<file path="config.mk">
export PLATFORM = sky130hd
export DESIGN_NAME = mux_16_gather
export DESIGN_NICKNAME = d
export VERILOG_FILES = /design/src/rtl/nova_bus_pkg.sv /design/src/rtl/mux_8_1.sv /design/src/rtl/mux_16_gather.sv
export SDC_FILE = /design/constraint.sdc
export NUM_CORES = 1
export LEC_CHECK = 0
export CAP_MARGIN = 20
export CORE_MARGIN = 2
export CORE_UTILIZATION = 35
export DETAILED_ROUTE_END_ITERATION = 8
export PLACE_DENSITY = 0.89
export SLEW_MARGIN = 0
export SYNTH_ARGS = -nofsm -noshare
export SYNTH_HDL_FRONTEND = slang
export SYNTH_SLANG_ARGS = --single-unit
</file>
<file path="constraint.sdc">
create_clock -name clk -period 2.6 [get_ports clk]
set_input_delay 0.78 -clock clk [delete_from_list [all_inputs] [get_ports clk]]
set_output_delay 0.78 -clock clk [all_outputs]
set_load 0.02 [all_outputs]
</file>
<file path="src/rtl/nova_bus_pkg.sv">
// Lane numbering and bus widths shared by the 1:8 demux slices and the gather mux.
package nova_bus_pkg;
  localparam int BUS_W     = 16;
  localparam int NSRC      = 8;
  localparam int SELW      = 3;
  localparam int SEL_BUS_W = BUS_W * SELW;

  localparam logic [SELW-1:0] LANE0 = 3'd0;
  localparam logic [SELW-1:0] LANE1 = 3'd1;
  localparam logic [SELW-1:0] LANE2 = 3'd2;
  localparam logic [SELW-1:0] LANE3 = 3'd3;
  localparam logic [SELW-1:0] LANE4 = 3'd4;
  localparam logic [SELW-1:0] LANE5 = 3'd5;
  localparam logic [SELW-1:0] LANE6 = 3'd6;
  localparam logic [SELW-1:0] LANE7 = 3'd7;
endpackage

</file>
<file path="src/rtl/mux_8_1.sv">
// One-bit 8:1 select; code k picks input k, matching the demux slice lane numbering.
module mux_8_1
  import nova_bus_pkg::*;
(
  input  logic [NSRC-1:0] d,
  input  logic [SELW-1:0] sel,
  output logic            y
);
  always_comb begin
    y = 1'b0;
    case (sel)
      LANE0: y = d[0];
      LANE1: y = d[1];
      LANE2: y = d[2];
      LANE3: y = d[3];
      LANE4: y = d[4];
      LANE5: y = d[5];
      LANE6: y = d[6];
      LANE7: y = d[7];
      default: y = 1'b0;
    endcase
  end
endmodule

</file>
<file path="src/rtl/mux_16_gather.sv">
// Per-bit gather across eight source lanes, feeding a small FIFO with a
// registered head (dout/out_valid) toward the ALU/writeback input.
module mux_16_gather
  import nova_bus_pkg::*;
#(
  parameter int WIDTH = BUS_W,
  parameter int DEPTH = 2
) (
  input  logic                  clk,
  input  logic                  rst,
  input  logic                  in_valid,
  output logic                  in_ready,
  input  logic [WIDTH*SELW-1:0] sel,
  input  logic [WIDTH-1:0]      din7,
  input  logic [WIDTH-1:0]      din6,
  input  logic [WIDTH-1:0]      din5,
  input  logic [WIDTH-1:0]      din4,
  input  logic [WIDTH-1:0]      din3,
  input  logic [WIDTH-1:0]      din2,
  input  logic [WIDTH-1:0]      din1,
  input  logic [WIDTH-1:0]      din0,
  output logic                  out_valid,
  input  logic                  out_ready,
  output logic [WIDTH-1:0]      dout,
  output logic [2:0]            count
);
  localparam int PW = (DEPTH > 1) ? $clog2(DEPTH) : 1;

  logic [NSRC-1:0][WIDTH-1:0]  src;
  logic [WIDTH-1:0]            g;
  logic [DEPTH-1:0][WIDTH-1:0] mem;
  logic [PW-1:0]               wr_ptr, rd_ptr, rd_nxt;
  logic [2:0]                  count_nxt;
  logic                        push, pop;

  assign src = {din7, din6, din5, din4, din3, din2, din1, din0};

  // Transpose so each bit lane sees bit n of all eight sources.
  for (genvar n = 0; n < WIDTH; n++) begin : g_lane
    logic [NSRC-1:0] lane;
    for (genvar k = 0; k < NSRC; k++) begin : g_src
      assign lane[k] = src[k][n];
    end
    mux_8_1 u_mux (.d(lane), .sel(sel[SELW*n +: SELW]), .y(g[n]));
  end

  function automatic logic [PW-1:0] inc(input logic [PW-1:0] p);
    return (p == PW'(DEPTH-1)) ? '0 : p + 1'b1;
  endfunction

  // in_ready depends on registered count only, never on out_ready.
  assign in_ready = (count < 3'(DEPTH));
  assign push     = in_valid & in_ready;
  assign pop      = out_valid & out_ready;
  assign rd_nxt   = pop ? inc(rd_ptr) : rd_ptr;

  always_comb begin
    count_nxt = count;
    case ({push, pop})
      2'b10:   count_nxt = count + 3'd1;
      2'b01:   count_nxt = count - 3'd1;
      default: count_nxt = count;
    endcase
  end

  always_ff @(posedge clk or posedge rst) begin
    if (rst) begin
      mem       <= '0;
      wr_ptr    <= '0;
      rd_ptr    <= '0;
      count     <= '0;
      out_valid <= 1'b0;
      dout      <= '0;
    end else begin
      if (push) begin
        mem[wr_ptr] <= g;
        wr_ptr      <= inc(wr_ptr);
      end
      rd_ptr    <= rd_nxt;
      count     <= count_nxt;
      out_valid <= (count_nxt != 3'd0);
      // New word lands straight on dout when it becomes the head this cycle.
      if (push && (count == {2'b00, pop}))
        dout <= g;
      else if (pop && (count_nxt != 3'd0))
        dout <= mem[rd_nxt];
    end
  end
endmodule
</file>
# After elaboration in Yosys (flattened, before gate mapping)
# Cells that the tools add are included.
[word_totals]
wordCells = 180
latchBits = 0
rom_bits = 0
inputBits = 180
out_inout_bits = 21
n_memories = 0
mem_bits_rw = 0
register_bits = 54
[op_classes]
n_bitwise = 2
n_lt_le_gt_ge = 4
shifts = 0
div_mod_pow = 0
mul = 0
n_mux = 27
n_eq_ne = 115
n_reduce_logical = 21
add_sub_neg = 4
[op_table]
columns = ["op", "n"]
rows = [
  ["== test 3 bit, second input constant", 64],
  ["one-hot mux 1 bit (8 select lines)", 16],
  ["== test 3 x 2 -> 1 bit, second input constant", 32],
  ["2-to-1 mux 16 bit", 5],
  ["== test 3 x 1 -> 1 bit, second input constant", 16],
  ["logical NOT 3 bit", 16],
  ["bitwise mux 32 bit", 1],
  ["demux 16 bit (select 1 bit)", 1],
  ["one-hot mux 3 bit (2 select lines)", 1],
  ["less-than comparator 1 x 2 -> 1 bit, second input constant", 2],
  ["adder 3 x 1 -> 3 bit, second input constant", 1],
  ["== test 3 x 1 -> 1 bit", 1],
  ["logical AND 1 bit", 3],
  ["less-than comparator 3 x 2 -> 1 bit, second input constant", 1],
  ["2-to-1 mux 1 bit", 3],
  ["nonzero test 3 bit", 1],
  ["subtractor 3 x 1 -> 3 bit, second input constant", 1],
  ["adder 1 bit, second input constant", 2],
  ["AND 1 bit", 2],
  ["== test 2 x 1 -> 1 bit, second input constant", 1],
  ["== test 2 bit, second input constant", 1],
  ["nonzero test 2 bit", 1],
  ["greater-or-equal comparator 1 bit, second input constant", 1],
]

# Logic depth before layout (Yosys ltp)
# Gate-level depths: netlist of the first run.
[logic_depth]
depth_word = 8
depth_mapped = 9
mapped_depth_nobuf = 8

# Cells and area by module
# Synthesis of the first run repeated with hierarchy kept, for this count alone.
[hier_totals]
hier_cells = 233
area_unflattened_um2 = 3488.3
[by_module_without_submodules]
columns = ["module", "seq_area_each_um2", "cells_each", "area_per_inst_um2", "n_inst"]
rows = [
  ["mux_16_gather", 1351.3, 185, 2467.4, 1],
  ["mux_8_1", 0.0, 3, 63.8, 16],
]

# Worst setup path before layout of the first run
# Ideal clock, no wire load.
[synth_timing]
kind = "input-to-reg"
startpoint = "in in_valid"
endpoint = "reg dout[0]"
cell_stages = 9
n_path_buf = 1
path_slack_ps = -329
arrival_time_ps = 2844
t_required_ps = 2514
setup_ps = 86
cell_sequence = "nor3b_2 inv_1 ha_1 fa_1 xnor2_1 mux2i_1 nand3_2 buf_4 o221ai_2"
[synth_via]
elab_chain_len = 6
word_cells_on_any_way = 9
[synth_rtl]
columns = ["element", "line", "rtl"]
rows = [
  ["start: declaration", "mux_16_gather.sv:11", "input logic in_valid,"],
  ["AND 1 bit (*)", "mux_16_gather.sv:53", "assign push = in_valid & in_ready;"],
  ["== test 2 x 1 -> 1 bit / == test 2 bit (equally long branches)", "mux_16_gather.sv:59", "case ({push, pop})"],
  ["one-hot mux 3 bit (2 select lines)", "mux_16_gather.sv:59", ""],
  ["nonzero test 3 bit", "mux_16_gather.sv:85", "else if (pop && (count_nxt != 3'd0))"],
  ["logical AND 1 bit", "mux_16_gather.sv:85", ""],
  ["nonzero test 2 bit (no source line)", "-", ""],
  ["end signal: assignment", "mux_16_gather.sv:84", "dout <= g;"],
  ["end signal: assignment", "mux_16_gather.sv:86", "dout <= mem[rd_nxt];"],
  ["end: declaration", "mux_16_gather.sv:24", "output logic [WIDTH-1:0] dout,"],
]
# Every way passes the cells marked *; elsewhere a longest branch is shown, timed or not.
# A chain may end at the register's enable or synchronous reset.

# Worst setup path after layout of the first run
[layout_timing]
startpoint = "in in_valid"
endpoint = "reg dout[9]"
# The elaborated chain is that of the path after synthesis.

==> impl_results.md, run 1 <==
- GRT Residual Overflow: 0
- Post-synth top area share: 0.3990
- Synth Flop Type: sky130_fd_sc_hd__dfrtp_1
- Shortest period the worst path allows: 2.564 ns
- Reg2Reg Setup Slack: 0.13 ns
- Number of max-capacitance violations reported: 0
- Crit path max-delay family: compound AO/OA/AOI/OAI gates
- Via count of the routed design: between 3,000 and 4,000
- Maximum fanout along the worst path: 8
- First-pass GRT wire length: 16,070 microns
- Relative slew margins: 0.6160
- Met3 Resource Use GR: 0.03420
- Period utilization: 0.9862
- Flop and latch count out of synthesis: 54
- Post-Synthesis Cells: 276
- Effective utilization at floorplan: 0.3631
- Number of buffer cells added on primary ports: 200
- Number of placed I/O pins: 201
- Standard cell core area: between 0.009 and 0.01 sq mm
- Diode insertion count for antenna repair: 0
- Final std cells w/o fill: 627
- R2R cell count: 8
- Final Skew: approximately 0.0057 ns
- Routed wirelength normalized by instance count: 16.53 microns
- Yosys warning count: 0
- Clk pin slew, worst setup/hold paths: 0.10 ns
- Critical path buffers and inverters: 2
- DRC violation total after the first TritonRoute iteration: 190
- Critical path, cell by cell: buf_2 -> nor3b_4 -> inv_2 -> ha_4 -> fa_2 -> nor2_1 -> a221o_1 -> a21bo_4 -> o221ai_2
- Count of H-tree levels built during CTS: 2
- Most numerous cell types in the synthesized netlist: sky130_fd_sc_hd__dfrtp_1, sky130_fd_sc_hd__nor2_1, sky130_fd_sc_hd__mux2i_1
- Most used standard cell by instance count after synthesis: sky130_fd_sc_hd__dfrtp_1
- Library cell with the largest summed area after synthesis: sky130_fd_sc_hd__dfrtp_1
- Post-Place Cells: 611
- Top cells by area in the synthesized netlist: sky130_fd_sc_hd__dfrtp_1, sky130_fd_sc_hd__mux4_2, sky130_fd_sc_hd__mux2i_1, sky130_fd_sc_hd__a21oi_1, sky130_fd_sc_hd__o221ai_2
- Instance count on the critical path: 9
- Largest stage delay on the critical path: 0.53 ns
- Remaining design rule violation count: 0
- Transition time at the pin with the least slew margin: 0.5760 ns
- All-Layer GR Usage: 0.1987
- Data arrival time at the worst-slack endpoint: 2.80 ns
- Met2 Resource Use GR: 0.3877
- Met1 capacity usage during global routing: 0.2116
- Share of synthesized flip-flops with an asynchronous set or reset: 1.000
- Fraction of layout instances using a drive strength above 1: 0.1968
- Leak Pwr: 2.365 nW
- Worst setup path endpoint: dout[9]$_DFFE_PP0P_
- DP HPWL: approximately 8300 microns
- Sinks on Clock Net: 54
- Endpoint of the worst-slack reg-to-reg timing path: dout[9]$_DFFE_PP0P_
- Longest Clk Path Bufs: 2
- Routability cong.: 0.7905
- Mean number of vias per cell: 5.134
- Net total in the final layout: roughly 680
- Vias in the first global route: 3,458
- Post-CTS Hold Fix Bufs: 0
- Critical path capture point type: flop
- Core Rows: 35
- EDFF count, synth: 0
- Launching point of the worst reg2reg path: count[1]$_DFF_PP0_
- WP data required: roughly 2.8 ns
- Initial antenna violation count: 0
- Post-synthesis sequential area ratio: 0.3990
- Post-synthesis net count: 458
- Final hold violation count: 0
- Total clock buffers created by CTS: 5
- Area growth from synthesis to layout: 75.58%
- DIE AREA: ~0.010 sq mm
- Syn_area_per_cell: 12.27 sq um
- Most Crowded Layer GR: met2
- Pin count of the biggest net entering global routing: 33
- Setup violation total in the final timing report: 0
- Die width: roughly 100 microns
- Layout filler cell count: 704
- Worst setup path startpoint: in_valid
- Startpoint type of the worst setup path: primary input
- Vertical die dimension: 102.4 microns
- Detail Route Antenna Nets: 0
- Routed Wire Length: 10,360 microns
- Setup TNS: 0 ns
- Worst hold-check path type: reg -> reg
- Worst voltage drop across the vdd grid: 0.4596 mV
- Length of the first detailed-routing pass in iterations: 4
- Slowest CP cell: sky130_fd_sc_hd__fa_2
- CP Class: in -> reg
- Clk Tree Root Cell: sky130_fd_sc_hd__clkbuf_8
- Clk_lat worst skew: 0.32 ns
- CTS tree: done
- Status: finished clean
- Mapped cell area: approximately 0.0034 sq mm
- Pins Over Slew Limit: 0
- Fmax: 0.3900 GHz
- Power density over the cells: 883.5 mW/mm^2
- Count of different cell masters after synthesis: 37
layout by cell type, fill, tap and decap left out, drive strengths merged, types with 2 or more instances in the layout:
cell	Yosys	routed
inv	20	20
clkbuf	2	5
clkdlybuf4s50	0	198
dfrtp	54	54
nand3	2	2
mux2i	33	33
clkinvlp	0	2
and3	2	2
nand2	2	2
xor2	2	2
nor2	34	34
mux4	32	32
nand2b	16	16
buf	10	26
o221ai	16	16
xnor2	2	2
a21oi	32	32
a21bo	2	3
nor2b	2	2
cell families (layout without fill, tap and decap cells):
logic type | count (synthesis) | in the layout | synth area share
compound gates | 54 | 55 | 0.1241
flops | 54 | 54 | 0.3990
simple gates | 64 | 64 | 0.09605
fa+ha+maj | 2 | 2 | 0.009604
mux | 66 | 66 | 0.3136
buf+inv | 32 | 253 | 0.04507
xor+xnor | 4 | 4 | 0.01256
routing by layer:
metal | vias to the layer above | wire length (microns)
met5 | - | 0
met4 | 0 | 245
met3 | 18 | 614
met2 | 134 | 5935
met1 | 1588 | 3569
li1 | 1479 | -
area by class of cell:
class	instances	area [sq um]	share of cell area
Tap cell	129	161.4	0.02714
Sequential cell	54	1351	0.2272
Multi-Input combinational cell	191	1998	0.3360
Clock buffer	5	68.82	0.01157
Inverter	20	75.07	0.01262
Timing Repair Buffer	225	2247	0.3779
Clock inverter	3	45.04	0.007574
timing repair:
item                                    CTS  global route
cloned                                    1             0
endpoints found under the setup margin   16            16
resized for setup                        10             9
pin swaps                                 5             9
setup buffers                             6             1
worst register-to-register path: stages (launching register included):
cell,delay (ns)
sky130_fd_sc_hd__dfrtp_1,0.42
sky130_fd_sc_hd__nor3b_4,0.23
sky130_fd_sc_hd__inv_2,0.06
sky130_fd_sc_hd__ha_4,0.16
sky130_fd_sc_hd__fa_2,0.53
sky130_fd_sc_hd__nor2_1,0.07
sky130_fd_sc_hd__a221o_1,0.43
sky130_fd_sc_hd__a21bo_4,0.32
sky130_fd_sc_hd__o221ai_2,0.17
stage by stage:
| step | area (sq um) | setup slack [ns] | util | hold slack [ns] | total power [mW] |
|---|---|---|---|---|---|
| after global routing | 5947 | -0.04185 | 0.6376 | 0.5554 | 5.585 |
| after CTS | 5892 | 0.02910 | 0.6317 | 0.5270 | 5.118 |
| after global placement | 5692 | -0.5589 | 0.6102 | 0.4905 | 4.256 |
| after floorplan | 3410 | -0.2128 | - | 0.4555 | 3.251 |
| after detailed placement | 5692 | -0.6417 | 0.6102 | 0.5053 | 4.405 |
| final | 5947 | 0.03576 | 0.6376 | 0.5264 | 5.254 |
sequential cells by signal (all words and copies together), names as in the netlist:
register / count
dout: 16
rd_ptr: 1
count: 3
wr_ptr: 1
mem: 32
out_valid: 1
report_power, final:
part | internal (mW) | leakage, nW | switching (mW) | total [mW]
Clock | 0.287 | 0.0504 | 0.285 | 0.572
Sequential | 1.28 | 0.616 | 0.282 | 1.56
Combinational | 1.65 | 1.70 | 1.47 | 3.12
worst min path at each step:
stage / from / end / slack, ns / depth (start not counted)
2_1_floorplan: wr_ptr$_DFFE_PP0N_ / wr_ptr$_DFFE_PP0N_ / 0.46 / 1
3_3_place_gp: wr_ptr$_DFFE_PP0N_ / wr_ptr$_DFFE_PP0N_ / 0.49 / 1
3_5_place_dp: wr_ptr$_DFFE_PP0N_ / wr_ptr$_DFFE_PP0N_ / 0.51 / 1
4_1_cts: wr_ptr$_DFFE_PP0N_ / wr_ptr$_DFFE_PP0N_ / 0.53 / 1
5_1_grt: wr_ptr$_DFFE_PP0N_ / wr_ptr$_DFFE_PP0N_ / 0.56 / 1
6_report: wr_ptr$_DFFE_PP0N_ / wr_ptr$_DFFE_PP0N_ / 0.53 / 1
No activity file was read; power rests on OpenSTA's default activity.
==> run 2: changes to the inputs <==
PLACE_DENSITY = 0.79   (was 0.89)
==> run 2 against run 1 <==
Die area stayed put; flip-flop and latch count stayed put; setup slack better by 0.0029 ns; wire length is 7.6% lower; power is 5.1% lower; design area is 1.8% lower; clock power is 19% lower; sequential power hardly changed; maximum frequency is 0.11% higher; combinational power is 5% lower; global-route usage is 1.1 points lower; core utilization is 1.2 points lower; critical path type unchanged; largest cell class unchanged.
==> impl_results.md, run 2 (synthesized netlist as in run 1, its figures left out) <==
- DP HPWL: 7660 microns
- Final Skew: 0.007048 ns
- GRT Residual Overflow: 0
- Period utilization: 0.9851
- Critical path capture point type: flop
- Worst voltage drop across the vdd grid: between 0.4 and 0.5 mV
- Place WS: -0.6539 ns
- Most frequent cells in the layout: sky130_fd_sc_hd__clkdlybuf4s50_1, sky130_fd_sc_hd__dfrtp_1, sky130_fd_sc_hd__nor2_1
- Detail Route Antenna Nets: 0
- Vias in the first global route: ~3,400
- DRC violation total after the first TritonRoute iteration: 150
- Pins Over Slew Limit: 0
- Remaining design rule violation count: 0
- Pin count of the biggest net entering global routing: 33
- Net total in the final layout: 671
- Routability cong.: ~0.79
- Routed Wire Length: 9581 microns
- Data arrival time at the worst-slack endpoint: 2.78 ns
- Number of max-capacitance violations reported: 0
- Clk pin slew, worst setup/hold paths: 0.10 ns
- Total clock buffers created by CTS: 5
- Worst hold-check path type: reg -> reg
- Area of all placed cells without fillers: 0.005838 sq mm
- Buffers inserted during post-CTS setup optimization: 0
- Clk_lat worst skew: 0.31 ns
- Placed Instance Area: 0.005672 sq mm
- Via count of the routed design: 3,123
- Mean number of vias per cell: ~5.0
- Power density over the cells: 854.2 mW/mm^2
- Leak Pwr: about 2.3 nW
- Layout filler cell count: 740
- Number of buffer cells added on primary ports: 200
- CP Class: in -> reg
- Maximum fanout along the worst path: 8
- Post-CTS Hold Fix Bufs: 0
- Diode insertion count for antenna repair: 0
- Die width: 102.4 microns
- WP data required: 2.82 ns
- Setup violation total in the final timing report: 0
- Critical path buffers and inverters: 2
- Most common cell after layout, fill and taps aside: sky130_fd_sc_hd__clkdlybuf4s50_1
- Routed wirelength normalized by instance count: 15.48 microns
- Sinks on Clock Net: between 50 and 60
- Largest stage delay on the critical path: ~0.53 ns
- RSZ-0062 raised after global routing: true
- CTS tree: done
- Count of H-tree levels built during CTS: 2
- Transition time at the pin with the least slew margin: 0.6669 ns
- Startpoint type of the worst setup path: primary input
- All-Layer GR Usage: 0.1873
- Effective utilization at floorplan: 0.3631
- Slowest CP cell: sky130_fd_sc_hd__fa_2
- Area growth from synthesis to layout: 72.37%
- Longest Clk Path Bufs: 2
- Clk Tree Root Cell: sky130_fd_sc_hd__clkbuf_8
- DIE AREA: 0.01048 sq mm
- Initial antenna violation count: 0
- Top reg by flops: mem
- Critical path, cell by cell: dlygate4sd2_1 -> nand2_1 -> inv_1 -> ha_4 -> fa_2 -> nor2_2 -> a221o_1 -> a21bo_4 -> o221ai_2
- Flip-flop count of the largest register after layout: 32
- Fraction of layout instances using a drive strength above 1: 0.1816
- Standard cell core area: 0.009328 sq mm
- First-pass GRT wire length: 15,280 microns
- Registers with the most flip-flops: mem x32, dout x16, count x3
- Status: finished clean
- Relative slew margins: 0.5554
- Vertical die dimension: 102.4 microns
- Final hold violation count: 0
- Number of placed I/O pins: about 200
- Post-route worst setup slack: roughly 0.039 ns
- Length of the first detailed-routing pass in iterations: 6
- Fmax: approximately 0.39 GHz
- Crit path max-delay family: compound AO/OA/AOI/OAI gates
- Shortest period the worst path allows: between 2 and 3 ns
- Core Rows: 35
[run 2: path summary, 6_finish.rpt]
check	startpoint	endpoint	slack [ns]	cells after the start
worst max-delay path	out_ready	dout[6]$_DFFE_PP0P_	0.04	9
worst min-delay path	wr_ptr$_DFFE_PP0N_	wr_ptr$_DFFE_PP0N_	0.52	1
worst min register to register	wr_ptr$_DFFE_PP0N_	wr_ptr$_DFFE_PP0N_	0.52	1
worst max register to register	count[1]$_DFF_PP0_	dout[6]$_DFFE_PP0P_	0.15	8
max in group asynchronous	rst	dout[3]$_DFFE_PP0P_	1.20	3
min in group asynchronous	rst	mem[31]$_DFFE_PP0P_	0.78	2
[run 2: repair_timing]
action,CTS,global route
gates cloned,1,0
pin swaps,12,7
endpoints found under the setup margin,16,17
resized for setup,16,1
[run 2: worst reg2reg max path, stage by stage (launching register included)]
cell and delay, ns:
sky130_fd_sc_hd__dfrtp_1 0.47, sky130_fd_sc_hd__nor3b_4 0.24, sky130_fd_sc_hd__inv_2 0.06, sky130_fd_sc_hd__ha_4 0.16, sky130_fd_sc_hd__fa_2 0.53, sky130_fd_sc_hd__nor2_2 0.04
sky130_fd_sc_hd__a221o_1 0.38, sky130_fd_sc_hd__a21bo_4 0.31, sky130_fd_sc_hd__o221ai_2 0.17
[run 2: per-stage QoR]
stage               power [mW]  setup TNS [ns]  utilization  hold WS (ns)  cells
finish                   4.987               0       0.6259        0.5185    619
global route             5.333        -0.01188       0.6259        0.5305    619
CTS                      5.007               0       0.6256        0.5104    619
detailed placement       4.342          -10.55       0.6080        0.4971    610
global placement         4.247          -9.419       0.6080        0.4908    610
floorplan                3.251          -2.560            -        0.4555    276
[run 2: metal layers]
layer  share of wire  routed length (microns)  vias to the layer above  GRT usage
met5               0                        0                        -          0
met4          0.0071                       68                        0    0.04410
met3           0.059                      564                        4    0.03146
met2            0.58                     5590                      112     0.3790
met1            0.35                     3357                     1538     0.1994
li1                -                        -                     1469          -
[run 2: area by class of cell]
| class | count | area (sq um) | share of cell area |
|---|---|---|---|
| Clock buffer | 6 | 72.57 | 0.01243 |
| Inverter | 20 | 75.07 | 0.01286 |
| Multi-Input combinational cell | 191 | 1988 | 0.3405 |
| Clock inverter | 2 | 13.76 | 0.002357 |
| Tap cell | 129 | 161.4 | 0.02765 |
| Timing Repair Buffer | 217 | 2176 | 0.3727 |
| Sequential cell | 54 | 1351 | 0.2315 |
[run 2: power by group]
part,internal (mW),leakage (nW),total [mW],switching (mW)
combinational,1.57,1.67,2.97,1.40
sequential,1.28,0.616,1.55,0.276
clock,0.191,0.0452,0.464,0.273
==> run 3: changes to the inputs <==
CAP_MARGIN = 10   (was 20)
==> results of run 3 <==
Final layout, timing and power as in run 2 (identical DEF).
